**src/rtl/riscv_types_pkg.sv**
```systemverilog
// Shared RV32 execute-stage types: divider opcodes, divider FSM states and
// small opcode-decode helpers used by the multi-cycle divider.
package riscv_types;

    localparam int DIV_XLEN  = 32;
    localparam int DIV_TAG_W = 5;

    typedef enum logic [1:0] {
        DIV  = 2'd0,
        DIVU = 2'd1,
        REM  = 2'd2,
        REMU = 2'd3
    } div_op_t;

    typedef enum logic [2:0] {
        IDLE  = 3'd0,
        PREP  = 3'd1,
        ITER  = 3'd2,
        FIXUP = 3'd3,
        DONE  = 3'd4
    } div_state_t;

    function automatic logic is_signed_op(input div_op_t op);
        return (op == DIV) || (op == REM);
    endfunction

    function automatic logic is_rem_op(input div_op_t op);
        return (op == REM) || (op == REMU);
    endfunction

endpackage

```
**src/rtl/div_restore_step.sv**
```systemverilog
// One radix-2 restoring division step: shift {rem,quo} left by one, try to
// subtract the divisor magnitude and keep the difference when no borrow occurs.
module div_restore_step #(
    parameter int XLEN = 32
) (
    input  logic [XLEN:0]   rem,
    input  logic [XLEN-1:0] quo,
    input  logic [XLEN-1:0] divisor,
    output logic [XLEN:0]   rem_next,
    output logic [XLEN-1:0] quo_next
);

    logic [XLEN+1:0] shifted;
    logic [XLEN+1:0] trial;
    logic            borrow;

    // One extra bit above the shifted partial remainder keeps the borrow as a sign bit.
    assign shifted  = {rem, quo[XLEN-1]};
    assign trial    = shifted - {2'b00, divisor};
    assign borrow   = trial[XLEN+1];

    assign rem_next = borrow ? shifted[XLEN:0] : trial[XLEN:0];
    assign quo_next = {quo[XLEN-2:0], ~borrow};

endmodule

```
**src/rtl/iter_divider.sv**
```systemverilog
// Multi-cycle restoring divider for RV32M DIV/DIVU/REM/REMU with valid/ready
// request and result handshakes, RISC-V special-case results and pipeline flush.
module iter_divider
    import riscv_types::*;
#(
    parameter int XLEN  = DIV_XLEN,
    parameter int TAG_W = DIV_TAG_W
) (
    input  logic             clk,
    input  logic             reset,
    input  logic             flush,
    input  logic             in_valid,
    output logic             in_ready,
    input  div_op_t          div_op,
    input  logic [XLEN-1:0]  dividend,
    input  logic [XLEN-1:0]  divisor,
    input  logic [TAG_W-1:0] in_tag,
    output logic             out_valid,
    input  logic             out_ready,
    output logic [XLEN-1:0]  result,
    output logic [TAG_W-1:0] out_tag,
    output logic             busy
);

    localparam int CNT_W = $clog2(XLEN);
    localparam logic [CNT_W-1:0] LAST_STEP = CNT_W'(XLEN - 1);
    localparam logic [XLEN-1:0]  INT_MIN   = {1'b1, {(XLEN-1){1'b0}}};

    function automatic logic [XLEN-1:0] twos_neg(input logic [XLEN-1:0] v);
        return ~v + 1'b1;
    endfunction

    div_state_t       state_reg,  state_next;
    logic [CNT_W-1:0] count_reg,  count_next;
    div_op_t          op_reg,     op_next;
    logic [TAG_W-1:0] tag_reg,    tag_next;
    logic [XLEN-1:0]  a_reg,      a_next;
    logic [XLEN-1:0]  b_reg,      b_next;
    logic [XLEN-1:0]  dvsr_reg,   dvsr_next;
    logic [XLEN:0]    rem_reg,    rem_next;
    logic [XLEN-1:0]  quo_reg,    quo_next;
    logic             q_neg_reg,  q_neg_next;
    logic             r_neg_reg,  r_neg_next;
    logic [XLEN-1:0]  result_reg, result_next;

    logic             signed_op;
    logic             a_neg;
    logic             b_neg;
    logic [XLEN-1:0]  a_mag;
    logic [XLEN-1:0]  b_mag;
    logic             div_by_zero;
    logic             overflow;
    logic [XLEN-1:0]  quo_fix;
    logic [XLEN-1:0]  rem_fix;
    logic [XLEN:0]    step_rem;
    logic [XLEN-1:0]  step_quo;

    assign signed_op   = is_signed_op(op_reg);
    assign a_neg       = signed_op & a_reg[XLEN-1];
    assign b_neg       = signed_op & b_reg[XLEN-1];
    // The most negative value maps onto itself, which is the correct unsigned magnitude.
    assign a_mag       = a_neg ? twos_neg(a_reg) : a_reg;
    assign b_mag       = b_neg ? twos_neg(b_reg) : b_reg;
    assign div_by_zero = (b_reg == '0);
    assign overflow    = signed_op && (a_reg == INT_MIN) && (b_reg == '1);

    assign quo_fix = q_neg_reg ? twos_neg(quo_reg) : quo_reg;
    assign rem_fix = r_neg_reg ? twos_neg(rem_reg[XLEN-1:0]) : rem_reg[XLEN-1:0];

    div_restore_step #(
        .XLEN     (XLEN)
    ) u_step (
        .rem      (rem_reg),
        .quo      (quo_reg),
        .divisor  (dvsr_reg),
        .rem_next (step_rem),
        .quo_next (step_quo)
    );

    always_ff @(posedge clk) begin
        if (reset) begin
            state_reg  <= IDLE;
            count_reg  <= '0;
            op_reg     <= DIV;
            tag_reg    <= '0;
            a_reg      <= '0;
            b_reg      <= '0;
            dvsr_reg   <= '0;
            rem_reg    <= '0;
            quo_reg    <= '0;
            q_neg_reg  <= 1'b0;
            r_neg_reg  <= 1'b0;
            result_reg <= '0;
        end else begin
            state_reg  <= state_next;
            count_reg  <= count_next;
            op_reg     <= op_next;
            tag_reg    <= tag_next;
            a_reg      <= a_next;
            b_reg      <= b_next;
            dvsr_reg   <= dvsr_next;
            rem_reg    <= rem_next;
            quo_reg    <= quo_next;
            q_neg_reg  <= q_neg_next;
            r_neg_reg  <= r_neg_next;
            result_reg <= result_next;
        end
    end

    always_comb begin
        state_next  = state_reg;
        count_next  = count_reg;
        op_next     = op_reg;
        tag_next    = tag_reg;
        a_next      = a_reg;
        b_next      = b_reg;
        dvsr_next   = dvsr_reg;
        rem_next    = rem_reg;
        quo_next    = quo_reg;
        q_neg_next  = q_neg_reg;
        r_neg_next  = r_neg_reg;
        result_next = result_reg;

        // A kill from the pipeline beats both a pending request and a result handshake.
        if (flush) begin
            state_next = IDLE;
            count_next = '0;
        end else begin
            case (state_reg)
                IDLE: begin
                    if (in_valid) begin
                        op_next    = div_op;
                        tag_next   = in_tag;
                        a_next     = dividend;
                        b_next     = divisor;
                        state_next = PREP;
                    end
                end
                PREP: begin
                    q_neg_next = a_neg ^ b_neg;
                    r_neg_next = a_neg;
                    dvsr_next  = b_mag;
                    quo_next   = a_mag;
                    rem_next   = '0;
                    count_next = '0;
                    if (div_by_zero) begin
                        result_next = is_rem_op(op_reg) ? a_reg : '1;
                        state_next  = DONE;
                    end else if (overflow) begin
                        result_next = is_rem_op(op_reg) ? '0 : INT_MIN;
                        state_next  = DONE;
                    end else begin
                        state_next  = ITER;
                    end
                end
                ITER: begin
                    rem_next   = step_rem;
                    quo_next   = step_quo;
                    count_next = count_reg + 1'b1;
                    if (count_reg == LAST_STEP) begin
                        state_next = FIXUP;
                    end
                end
                FIXUP: begin
                    result_next = is_rem_op(op_reg) ? rem_fix : quo_fix;
                    state_next  = DONE;
                end
                DONE: begin
                    if (out_ready) begin
                        state_next = IDLE;
                    end
                end
                default: begin
                    state_next = IDLE;
                    count_next = '0;
                end
            endcase
        end
    end

    assign in_ready  = (state_reg == IDLE);
    assign busy      = (state_reg != IDLE);
    assign out_valid = (state_reg == DONE);
    assign result    = result_reg;
    assign out_tag   = tag_reg;

endmodule

```
**config.mk**
```make
export PLATFORM = sky130hd
export DESIGN_NAME = iter_divider
export DESIGN_NICKNAME = d
export VERILOG_FILES = /design/src/rtl/riscv_types_pkg.sv /design/src/rtl/div_restore_step.sv /design/src/rtl/iter_divider.sv
export SDC_FILE = /design/constraint.sdc
export NUM_CORES = 1
export LEC_CHECK = 0
export ABC_AREA = 1
export BUFFER_PORTS_ARGS = -buffer_cell sky130_fd_sc_hd__buf_2
export CAP_MARGIN = 25
export CORE_MARGIN = 3
export CORE_UTILIZATION = 55
export CTS_CLUSTER_SIZE = 16
export DETAILED_ROUTE_END_ITERATION = 10
export GPL_ROUTABILITY_DRIVEN = 1
export PLACE_DENSITY = 0.74
export SETUP_SLACK_MARGIN = 0.15
export SKIP_CTS_REPAIR_TIMING = 1
export SLEW_MARGIN = 20
export SYNTH_ARGS = -nofsm -noshare
export SYNTH_HDL_FRONTEND = slang
export SYNTH_HIERARCHICAL = 1
export SYNTH_SLANG_ARGS = --single-unit
```
**constraint.sdc**
```tcl
create_clock -name clk -period 3.06 [get_ports clk]
set_input_delay 0.153 -clock clk [delete_from_list [all_inputs] [get_ports clk]]
set_output_delay 0.153 -clock clk [all_outputs]
set_load 0.01 [all_outputs]
```
## Word-level counts from Yosys, hierarchy flattened

Index checks and enable logic that the tools add are counted.

| operators by class | value |
|---|---|
| $add $sub $neg | 6 |
| eq/ne operators | 13 |
| multiplexer cells | 20 |
| bitwise logic cells | 9 |
| reductions and logical operators | 17 |

Operators by type and width:

| operator | count |
|---|---|
| $mux 32 | 9 |
| $add 32x1->32 const B | 4 |
| $not 32->32 | 4 |
| $pmux 32 s2 | 2 |
| $pmux 33 s2 | 1 |
| $eq 32x32->1 const B | 2 |
| $sub 34x32->34 | 1 |
| $mux 33 | 1 |
| $logic_not 32->1 | 1 |
| $mux 3 | 5 |
| $pmux 3 s5 | 1 |
| $pmux 5 s2 | 1 |
| $reduce_and 3->1 | 3 |
| $eq 3x2->1 const B | 2 |
| $add 5x1->5 const B | 1 |
| $eq 5x5->1 const B | 1 |
| $eq 2x2->1 const B | 2 |
| $ne 2x2->1 const B | 2 |
| $reduce_and 2->1 | 2 |
| $reduce_bool 2->1 | 2 |
| $eq 3x1->1 const B | 1 |
| $eq 3x3->1 const B | 1 |
| $logic_not 3->1 | 1 |
| $ne 3x3->1 const B | 1 |
| other kinds (10) | 14 |

| storage, ports and cells | value |
|---|---|
| bits in registers | 210 |
| bits of input ports | 76 |
| output and inout port bits | 40 |
| logic and storage cells | 77 |

## Longest topological paths before layout

Gate-level depths: netlist of run 1.

| depth | value |
|---|---|
| depth after elaboration | 7 |
| gate-level depth with buffers | 18 |
| depth with buffers taken out | 18 |

## Modules after synthesis

The synthesis of run 1 kept the hierarchy.

Modules (own cells, without submodules):

| module | times used | cells each | area an instance (um2) | seq. area each (um2) |
|---|---|---|---|---|
| iter_divider | 1 | 1877 | 11976.5 | 4204.0 |
| div_restore_step | 1 | 752 | 4042.6 | 0.0 |

## Least setup slack after synthesis of run 1

OpenSTA, ideal clock, no wires.

| timing | value |
|---|---|
| path type | register to register |
| start point | reg quo_reg[31] |
| end point | reg rem_reg[28] |
| data arrival time | 2024 ps |
| data required time | 2974 ps |
| path slack | 951 ps |
| cell stages (with the launch flop) | 18 |
| path buffers | 0 |
| path through | dfxtp_1 -> inv_1 -> ha_1 -> fa_1 -> inv_1 -> nand2_1 -> nand2_1 -> and2_1 -> nand2_1 -> nand2_1 -> nand2_1 -> nand2_1 -> nand2_1 -> nand2_1 -> nand3_2 -> nand2_1 -> a21oi_1 -> a211oi_1 |

| between the ends | value |
|---|---|
| longest elaborated chain between the ends | 3 |

RTL lines:

| what | line | RTL |
|---|---|---|
| start, declared | iter_divider.sv:41 | `logic [XLEN-1:0] quo_reg, quo_next;` |
| start signal, assigned | iter_divider.sv:103 | `quo_reg <= quo_next;` |
| $sub 34x32->34 | div_restore_step.sv:19 | `assign trial = shifted - {2'b00, divisor};` |
| $mux 33 | div_restore_step.sv:22 | `assign rem_next = borrow ? shifted[XLEN:0] : trial[XLEN:0];` |
| named net step_rem[28] | iter_divider.sv:55 | `logic [XLEN:0] step_rem;` |
| $pmux 33 s2 | iter_divider.sv:129 | `case (state_reg)` |
| end signal, assigned | iter_divider.sv:102 | `rem_reg <= rem_next;` |
| end, declared | iter_divider.sv:40 | `logic [XLEN:0] rem_reg, rem_next;` |

The timed path passes the listed nets, and every way through them passes these cells.
A chain may end at the register's enable or synchronous reset.

## Final worst setup path of run 1

| timing | value |
|---|---|
| start point | reg rem_reg[9] |
| end point | reg rem_reg[4] |

| between the ends | value |
|---|---|
| longest elaborated chain between the ends | 3 |

RTL lines:

| what | line |
|---|---|
| $sub 34x32->34 | div_restore_step.sv:19 |
| $mux 33 | div_restore_step.sv:22 |
| named net step_rem[4] | iter_divider.sv:55 |
| $pmux 33 s2 | iter_divider.sv:129 |

The timed path passes the listed nets, and every way through them passes these cells.

==> impl_metrics.json, run 1 <==
{
  "max-cap-violations": 0,
  "postSynthRegisterBits": 210,
  "yosys_cell_types": 46,
  "cp_slowest_stage_delay_ns": 0.53,
  "detailedRoute.firstIterationViolations": 1857,
  "antenna_cells_inserted": 0,
  "ant_nets": 0,
  "overflow": 0,
  "syn_nets": 2745,
  "cp.arrival_ns": 3.09,
  "period_share_pct": 88.72,
  "yosysSeqAreaShare_pct": 26.24,
  "die-area_sq_um": 31210,
  "detail_route.drc_violations": 0,
  "failing_checks": "hold timing",
  "insertion_delay_ns": 0.55,
  "synth_compound_gate_area_share_pct": 18.34,
  "floorplan.rows": 61,
  "synth_xor_xnor_area_share_pct": 2.788,
  "grt_pass1_vias": 15620,
  "grt_pass1_wl_mm": 84.35,
  "h-tree-depth": 1,
  "critical_path.endpoint_type": "register",
  "crit_type": "register to register",
  "grt_use_total_pct": 33.58,
  "leakage_power_figure_nw": 8.632,
  "max_freq_mhz": 368.4,
  "final-hold-violation-count": 4,
  "port_buffers": 115,
  "cp_num_buf_inv": 2,
  "drt-wirelength-per-cell_um": 17.64,
  "cp_cell_sequence": "ha_1 > nand2_1 > nand2_1 > nand2_1 > nand2_1 > nand2_1 > nand2_1 > inv_2 > nand2_4 > nand2_4 > nand3_4 > buf_4 > nand3_1 > nand2_1 > a21oi_1 > a211oi_1",
  "clock_path_buffers": 3,
  "largest_family_of_logic_cells_by_synthesized_area": "simple AND/OR/NAND/NOR gates",
  "drtPass1Iterations": 5,
  "grt_start_max_net_pins": 93,
  "timing.critical_path.slowest_stage_cell": "sky130_fd_sc_hd__dfxtp_1",
  "cts-root-buf": "sky130_fd_sc_hd__clkbuf_16",
  "worst_hold_slack_ns": -0.06973,
  "dpl-instance-area_sq_um": 16550,
  "final-max-slew-violation-count": 0,
  "status": "complete, but fails checks",
  "worstMarginPinSlew_ns": 0.7961,
  "timing.critical_path.from_type": "register",
  "clock_sink_count": 210,
  "fraction_of_the_mapped_netlist_area_in_simple_logic_gates_pct": 36.56,
  "finalClockSkew_ns": 0.03333,
  "mappedNetlistArea_sq_um": 16020,
  "crit_fanout": 21,
  "gp_congestion": 1.002,
  "starting_density_of_the_core_pct": 56.73,
  "synthCells": 2629,
  "critical_path_most_common_cell": "sky130_fd_sc_hd__nand2_1",
  "totalNegativeSetupSlack_ns": 0,
  "layout.nets": 2837,
  "count_of_yosys_warnings_during_synthesis": 6,
  "layout-drive-gt1-share_pct": 11.35,
  "timing.critical_path.required_ns": 3.43,
  "cellPowerDensity_nw_per_um2": 529.4,
  "area_growth_syn_to_layout_pct": 12.61,
  "setup_viol": 0,
  "core-area_sq_um": 28240,
  "rsz0062_at_grt": "false",
  "post_synth_fa_ha_maj_area_fraction_pct": 3.171,
  "fin_area_sq_um": 18040,
  "relSlewSlack_pct": 46.87,
  "hpwl_mm": 40.99,
  "route.vias.total": 17640,
  "io_pins": 116,
  "drt-total-wl_mm": 54.97,
  "post_synth.cell_area_avg_sq_um": 6.093,
  "utilization_pct": 63.88,
  "clock_tree_from_tritoncts": "built",
  "cts.reportedPaths.clkPinSlew_ns": 0.06,
  "antenna_found_initial": 0,
  "post_detailed_route_via_to_cell_ratio": 5.659,
  "tritoncts_buffers": 25,
  "die_width_um": 176.7,
  "layout_min_cycle_time_ns": 2.715,
  "max_ffs_per_register": 33,
  "holdCritPathClass": "input port to register",
  "post_synth_mux_area_share_pct": 0,
  "chipHeight_um": 176.7,
  "critPathTopFamily": "simple AND/OR/NAND/NOR gates",
  "max-vdd-ir-drop_uv": 429.6
}
## layout make-up
| type | count | area, sq um |
|---|---|---|
| Clock buffer | 29 | 670.6 |
| Clock inverter | 16 | 128.9 |
| Fill cell | 2702 | 10200 |
| Inverter | 335 | 1259 |
| Multi-Input combinational cell | 1937 | 9806 |
| Sequential cell | 210 | 4205 |
| Tap cell | 378 | 473.0 |
| Timing Repair Buffer | 212 | 1496 |
## cells by family (layout without fill, tap and decap cells)
| group | count (synthesis) | after routing |
|---|---|---|
| and+or+nand+nor | 1295 | 1295 |
| AOI/OAI and AO/OA | 551 | 551 |
| buffers and inverters | 482 | 592 |
| DFF | 210 | 210 |
| xor gates and xnor gates | 51 | 51 |
| adders and majority gates | 40 | 40 |
## report_power, final
group,internal (mW),switching (mW),total (mW)
registers,2.89,0.207,3.09
logic,1.17,2.35,3.53
clock network,1.66,1.27,2.93
## cells in the final DEF (no fill, tap or decap), types with 28 or more instances in the layout
| master | n |
|---|---|
| sky130_fd_sc_hd__o21ai_0 | 233 |
| sky130_fd_sc_hd__xor2_1 | 43 |
| sky130_fd_sc_hd__nor3_1 | 31 |
| sky130_fd_sc_hd__nand3_2 | 52 |
| sky130_fd_sc_hd__dlygate4sd3_1 | 67 |
| sky130_fd_sc_hd__a211oi_1 | 32 |
| sky130_fd_sc_hd__inv_1 | 319 |
| sky130_fd_sc_hd__nand2_1 | 610 |
| sky130_fd_sc_hd__a21oi_1 | 243 |
| sky130_fd_sc_hd__dfxtp_1 | 209 |
| sky130_fd_sc_hd__ha_1 | 39 |
| sky130_fd_sc_hd__nand3_1 | 204 |
| sky130_fd_sc_hd__nor2_1 | 294 |
| sky130_fd_sc_hd__buf_4 | 28 |
| sky130_fd_sc_hd__buf_2 | 115 |
| sky130_fd_sc_hd__nand4_1 | 30 |
## cells in the mapped netlist, drive strengths merged
cell,n,share of area [%]
nor3,33,1.1
fa,1,0.12
nand4,30,1.2
a21o,3,0.14
o22ai,2,0.078
and2,13,0.51
xnor2,8,0.44
dfxtp,210,26
nand2,628,15
nor2,318,8.0
nand3,261,10
o211ai,18,0.84
clkbuf,70,1.6
a211oi,32,1.5
nand2b,1,0.039
inv,334,7.8
o21bai,3,0.14
nor4,2,0.078
a31oi,4,0.16
a221oi,3,0.16
o221ai,1,0.055
xor2,43,2.4
or2,2,0.078
a21oi,244,7.7
o31ai,1,0.047
ha,39,3.0
clkinv,1,0.023
nand3b,7,0.33
o21ai,240,7.5
buf,77,3.4
## layer usage
layer	vias to the layer above	part of all wire (%)	global-route usage, %
li1	8698	-	-
met1	8047	45	49.95
met2	800	43	50.16
met3	95	9.1	5.920
met4	0	2.6	8.609
met5	-	0	0
## final timing paths
check | slack (ns) | depth (start not counted) | endpoint | start
worst min register to register | 0.46 | 2 | result[21] | result[21]
worst min-delay path | -0.07 | 3 | b_reg[23] | divisor[23]
worst max-delay path | 0.35 | 16 | rem_reg[4] | rem_reg[9]
worst max register to register | 0.35 | 16 | rem_reg[4] | rem_reg[9]
## worst reg2reg max path, cell delays in order, from the launching register on
cell                       delay, ns
sky130_fd_sc_hd__dfxtp_1        0.53
sky130_fd_sc_hd__ha_1           0.35
sky130_fd_sc_hd__nand2_1        0.09
sky130_fd_sc_hd__nand2_1        0.08
sky130_fd_sc_hd__nand2_1        0.07
sky130_fd_sc_hd__nand2_1        0.09
sky130_fd_sc_hd__nand2_1        0.08
sky130_fd_sc_hd__nand2_1        0.08
sky130_fd_sc_hd__inv_2          0.09
sky130_fd_sc_hd__nand2_4        0.06
sky130_fd_sc_hd__nand2_4        0.10
sky130_fd_sc_hd__nand3_4        0.27
sky130_fd_sc_hd__buf_4          0.29
sky130_fd_sc_hd__nand3_1        0.08
sky130_fd_sc_hd__nand2_1        0.07
sky130_fd_sc_hd__a21oi_1        0.14
sky130_fd_sc_hd__a211oi_1       0.06
## metrics by stage
step / std cells / setup WS (ns) / hold WS [ns] / total power, mW
6_report: 3117 / 0.3452 / -0.06973 / 9.550
5_1_grt: 3117 / 0.1683 / -0.008665 / 10.06
4_1_cts: 3050 / 0.2679 / -0.1436 / 9.385
3_5_place_dp: 3005 / 0.2916 / 0.4114 / 6.477
3_3_place_gp: 3005 / 0.4137 / 0.4013 / 6.448
2_1_floorplan: 2629 / 0.9508 / 0.3197 / 5.691
Note: power is estimated with default switching activity, not from simulation.
==> run 2, diff against run 1 <==
--- a/config.mk
+++ b/config.mk
@@ -5,9 +5,8 @@
 export SDC_FILE = /design/constraint.sdc
 export NUM_CORES = 1
 export LEC_CHECK = 0
-export ABC_AREA = 1
 export BUFFER_PORTS_ARGS = -buffer_cell sky130_fd_sc_hd__buf_2
-export CAP_MARGIN = 25
+export CAP_MARGIN = 20
 export CORE_MARGIN = 3
 export CORE_UTILIZATION = 55
 export CTS_CLUSTER_SIZE = 16
==> impl_metrics.json, run 2 <==
{
  "netlist.top_cell.by_area": "sky130_fd_sc_hd__dfxtp_1",
  "post_synth.cell_area_avg_sq_um": 7.543,
  "holdCritPathClass": "input port to register",
  "cts-root-buf": "sky130_fd_sc_hd__clkbuf_16",
  "tritoncts_buffers": 24,
  "synth-edff-count": 0,
  "utilization_pct": 70.63,
  "starting_density_of_the_core_pct": 57.02,
  "detail_route.drc_violations": 0,
  "layout.nets": 2110,
  "clock_path_buffers": 3,
  "netSwitchingFraction_pct": 29.68,
  "place_inst": 2202,
  "syn_nets": 1922,
  "yosysMostFrequentCell": "sky130_fd_sc_hd__nand2_1",
  "layout_min_cycle_time_ns": 3.161,
  "grt_pass1_vias": 12690,
  "status": "complete, but fails checks",
  "gp_congestion": 0.9927,
  "cellPowerDensity_nw_per_um2": 458.9,
  "power.combinational.fraction_pct": 23.2,
  "die_width_um": 163.4,
  "netlist_top_cells_area": "sky130_fd_sc_hd__dfxtp_1, sky130_fd_sc_hd__nand2_1, sky130_fd_sc_hd__a21oi_1, sky130_fd_sc_hd__xor2_1, sky130_fd_sc_hd__xnor2_1",
  "regToRegSetupSlack_ns": -0.10,
  "postSynthRegisterBits": 210,
  "grt_use_total_pct": 31.21,
  "yosysSeqAreaShare_pct": 30.86,
  "ant_nets": 0,
  "failing_checks": "hold timing, setup timing",
  "p_seq_share_pct": 37.8,
  "critical_path.reg2reg.endpoint": "rem_reg[4]",
  "antenna_found_initial": 1,
  "max_ffs_per_register": 33,
  "period_share_pct": 103.3,
  "worstMarginPinSlew_ns": 1.028,
  "worstHoldStart": "in_valid",
  "layout-drive-gt1-share_pct": 18.96,
  "mostFrequentLayoutCells": "sky130_fd_sc_hd__nand2_1, sky130_fd_sc_hd__dfxtp_1, sky130_fd_sc_hd__a21oi_1",
  "multiInputGateArea_sq_um": 8815,
  "layout_setup_ws_ns": -0.1011,
  "seqCellArea_sq_um": 4215,
  "hpwl_mm": 31.33,
  "pre_cts_ws_ns": -0.07407,
  "timing.critical_path.from_type": "register",
  "mappedNetlistArea_sq_um": 13620,
  "rsz0062_at_grt": "true",
  "core-area_sq_um": 23890,
  "cp.arrival_ns": 3.61,
  "count_of_yosys_warnings_during_synthesis": 6,
  "intPower_mw": 5.446,
  "grt_start_max_net_pins": 86,
  "finalClockSkew_ns": 0.01938,
  "cell_count_of_the_worst_hold_path": 3,
  "rr_worst_depth": 14,
  "drt-total-wl_mm": 46.24,
  "cts.reportedPaths.clkPinSlew_ns": 0.06,
  "floorplan.rows": 56,
  "synthCells": 1806,
  "clock_tree_from_tritoncts": "built",
  "setup_viol": 28,
  "insertion_delay_ns": 0.53,
  "synthDominantCellAreaShare_pct": 30.86,
  "final-hold-violation-count": 1,
  "crit_fanout": 6,
  "post_detailed_route_via_to_cell_ratio": 6.250,
  "die-area_sq_um": 26690,
  "overflow": 0,
  "port_buffers": 115,
  "critical_path.endpoint_type": "register",
  "antenna_cells_inserted": 0,
  "relative_contribution_of_the_clock_network_to_total_power_pct": 39.0,
  "ys.flop_type": "sky130_fd_sc_hd__dfxtp_1",
  "detailedRoute.firstIterationViolations": 1911,
  "worst_hold_path.endpoint": "state_reg[0]",
  "timing.critical_path.required_ns": 3.51,
  "grt_pass1_wl_mm": 67.51,
  "ys_top_cells_by_count": "sky130_fd_sc_hd__nand2_1, sky130_fd_sc_hd__dfxtp_1, sky130_fd_sc_hd__a21oi_1",
  "startpoint_of_the_worst_register_to_register_path": "dvsr_reg[11]",
  "route.vias.total": 14560,
  "relSlewSlack_pct": 31.45,
  "drt-wirelength-per-cell_um": 19.86,
  "final_cell_count_no_fill": 2329,
  "h-tree-depth": 1,
  "crit_type": "register to register",
  "leakage_power_figure_nw": 6.759,
  "final-max-slew-violation-count": 0,
  "yosys_cell_types": 84,
  "final_common_cell": "sky130_fd_sc_hd__nand2_1",
  "worst_hold_slack_ns": -0.02408,
  "p_sw_mw": 2.299,
  "max_freq_mhz": 316.3,
  "synth_async_sr_flop_share_pct": 0,
  "max-vdd-ir-drop_uv": 376.5,
  "chipHeight_um": 163.4,
  "area_growth_syn_to_layout_pct": 23.87,
  "drtPass1Iterations": 6,
  "max-cap-violations": 0,
  "num-fill-cells": 1936,
  "io_pins": 116,
  "clock_sink_count": 210
}
-- run 2: cell count changes after synthesis, moves of 35 or more --
cell                       change
sky130_fd_sc_hd__nand2_1     -294
sky130_fd_sc_hd__nand3_1     -147
sky130_fd_sc_hd__a21oi_1      -41
sky130_fd_sc_hd__xnor2_1      +59
sky130_fd_sc_hd__nand3_2      -52
sky130_fd_sc_hd__o21ai_0     -139
sky130_fd_sc_hd__clkbuf_1     +35
sky130_fd_sc_hd__o31ai_1      +37
sky130_fd_sc_hd__nor2_1      -192
sky130_fd_sc_hd__inv_1       -257
-- run 2: cell families (layout without fill, tap and decap cells) --
group	count (synthesis)	count (layout)	share of synthesized area, %
DFF	210	210	30.86
buffers and inverters	217	421	7.026
xor gates and xnor gates	143	143	9.331
adders and majority gates	40	40	3.729
and+or+nand+nor	637	637	21.76
AOI/OAI and AO/OA	537	537	25.62
muxes	22	22	1.681
-- run 2: area by class of cell --
type | instances | area share, %
multi-input combinational | 1379 | 52.24
sequential | 210 | 24.98
timing repair buffer | 314 | 14.09
clock buffer | 32 | 3.856
tap | 319 | 2.365
inverter | 65 | 1.461
clock inverter | 10 | 1.016
-- run 2: layer usage --
metal	global-route usage (%)	vias to the layer above	wire, um
met4	9.612	2	1482
met1	46.21	6906	20060
met5	0	-	13
met3	5.148	108	4441
li1	-	6777	-
met2	46.40	764	20240
-- run 2: worst max path at each step --
stage / end / cells past startpoint / startpoint
3_5_place_dp: rem_reg[14] / 16 / dvsr_reg[12]
6_report: rem_reg[4] / 14 / dvsr_reg[11]
3_3_place_gp: rem_reg[19] / 16 / dvsr_reg[12]
2_1_floorplan: rem_reg[32] / 14 / dvsr_reg[7]
4_1_cts: rem_reg[8] / 14 / dvsr_reg[7]
5_1_grt: rem_reg[20] / 14 / dvsr_reg[11]
-- run 2: worst max-delay path, stage by stage, from the launching register on --
cell,delay (ns)
sky130_fd_sc_hd__dfxtp_2,0.32
sky130_fd_sc_hd__inv_1,0.06
sky130_fd_sc_hd__ha_4,0.27
sky130_fd_sc_hd__nand4_1,0.14
sky130_fd_sc_hd__or3b_4,0.42
sky130_fd_sc_hd__a211oi_4,0.27
sky130_fd_sc_hd__o31ai_4,0.09
sky130_fd_sc_hd__and3_4,0.21
sky130_fd_sc_hd__o31a_4,0.30
sky130_fd_sc_hd__xor2_4,0.20
sky130_fd_sc_hd__buf_12,0.17
sky130_fd_sc_hd__clkbuf_16,0.17
sky130_fd_sc_hd__o31ai_4,0.23
sky130_fd_sc_hd__nand3_1,0.09
sky130_fd_sc_hd__a21oi_1,0.14
-- run 2: power groups by stage --
stage	registers, mW	logic [mW]	clock network (mW)
2_1_floorplan	2.94	1.00	0
3_3_place_gp	2.98	1.40	0
6_report	2.93	1.80	3.02
5_1_grt	2.94	1.91	3.15
3_5_place_dp	2.98	1.42	0
4_1_cts	2.92	1.43	3.05
-- run 2: through the flow --
stage	cell area [sq um]	hold WS (ns)	power (mW)	TNS, ns
5_1_grt	16870	0.003275	7.997	-5.238
4_1_cts	15720	-0.1496	7.404	-2.116
3_5_place_dp	14900	0.3985	4.405	-1.472
2_1_floorplan	13710	0.2890	3.937	0
3_3_place_gp	14900	0.3928	4.381	0
6_report	16870	-0.02408	7.744	-1.160
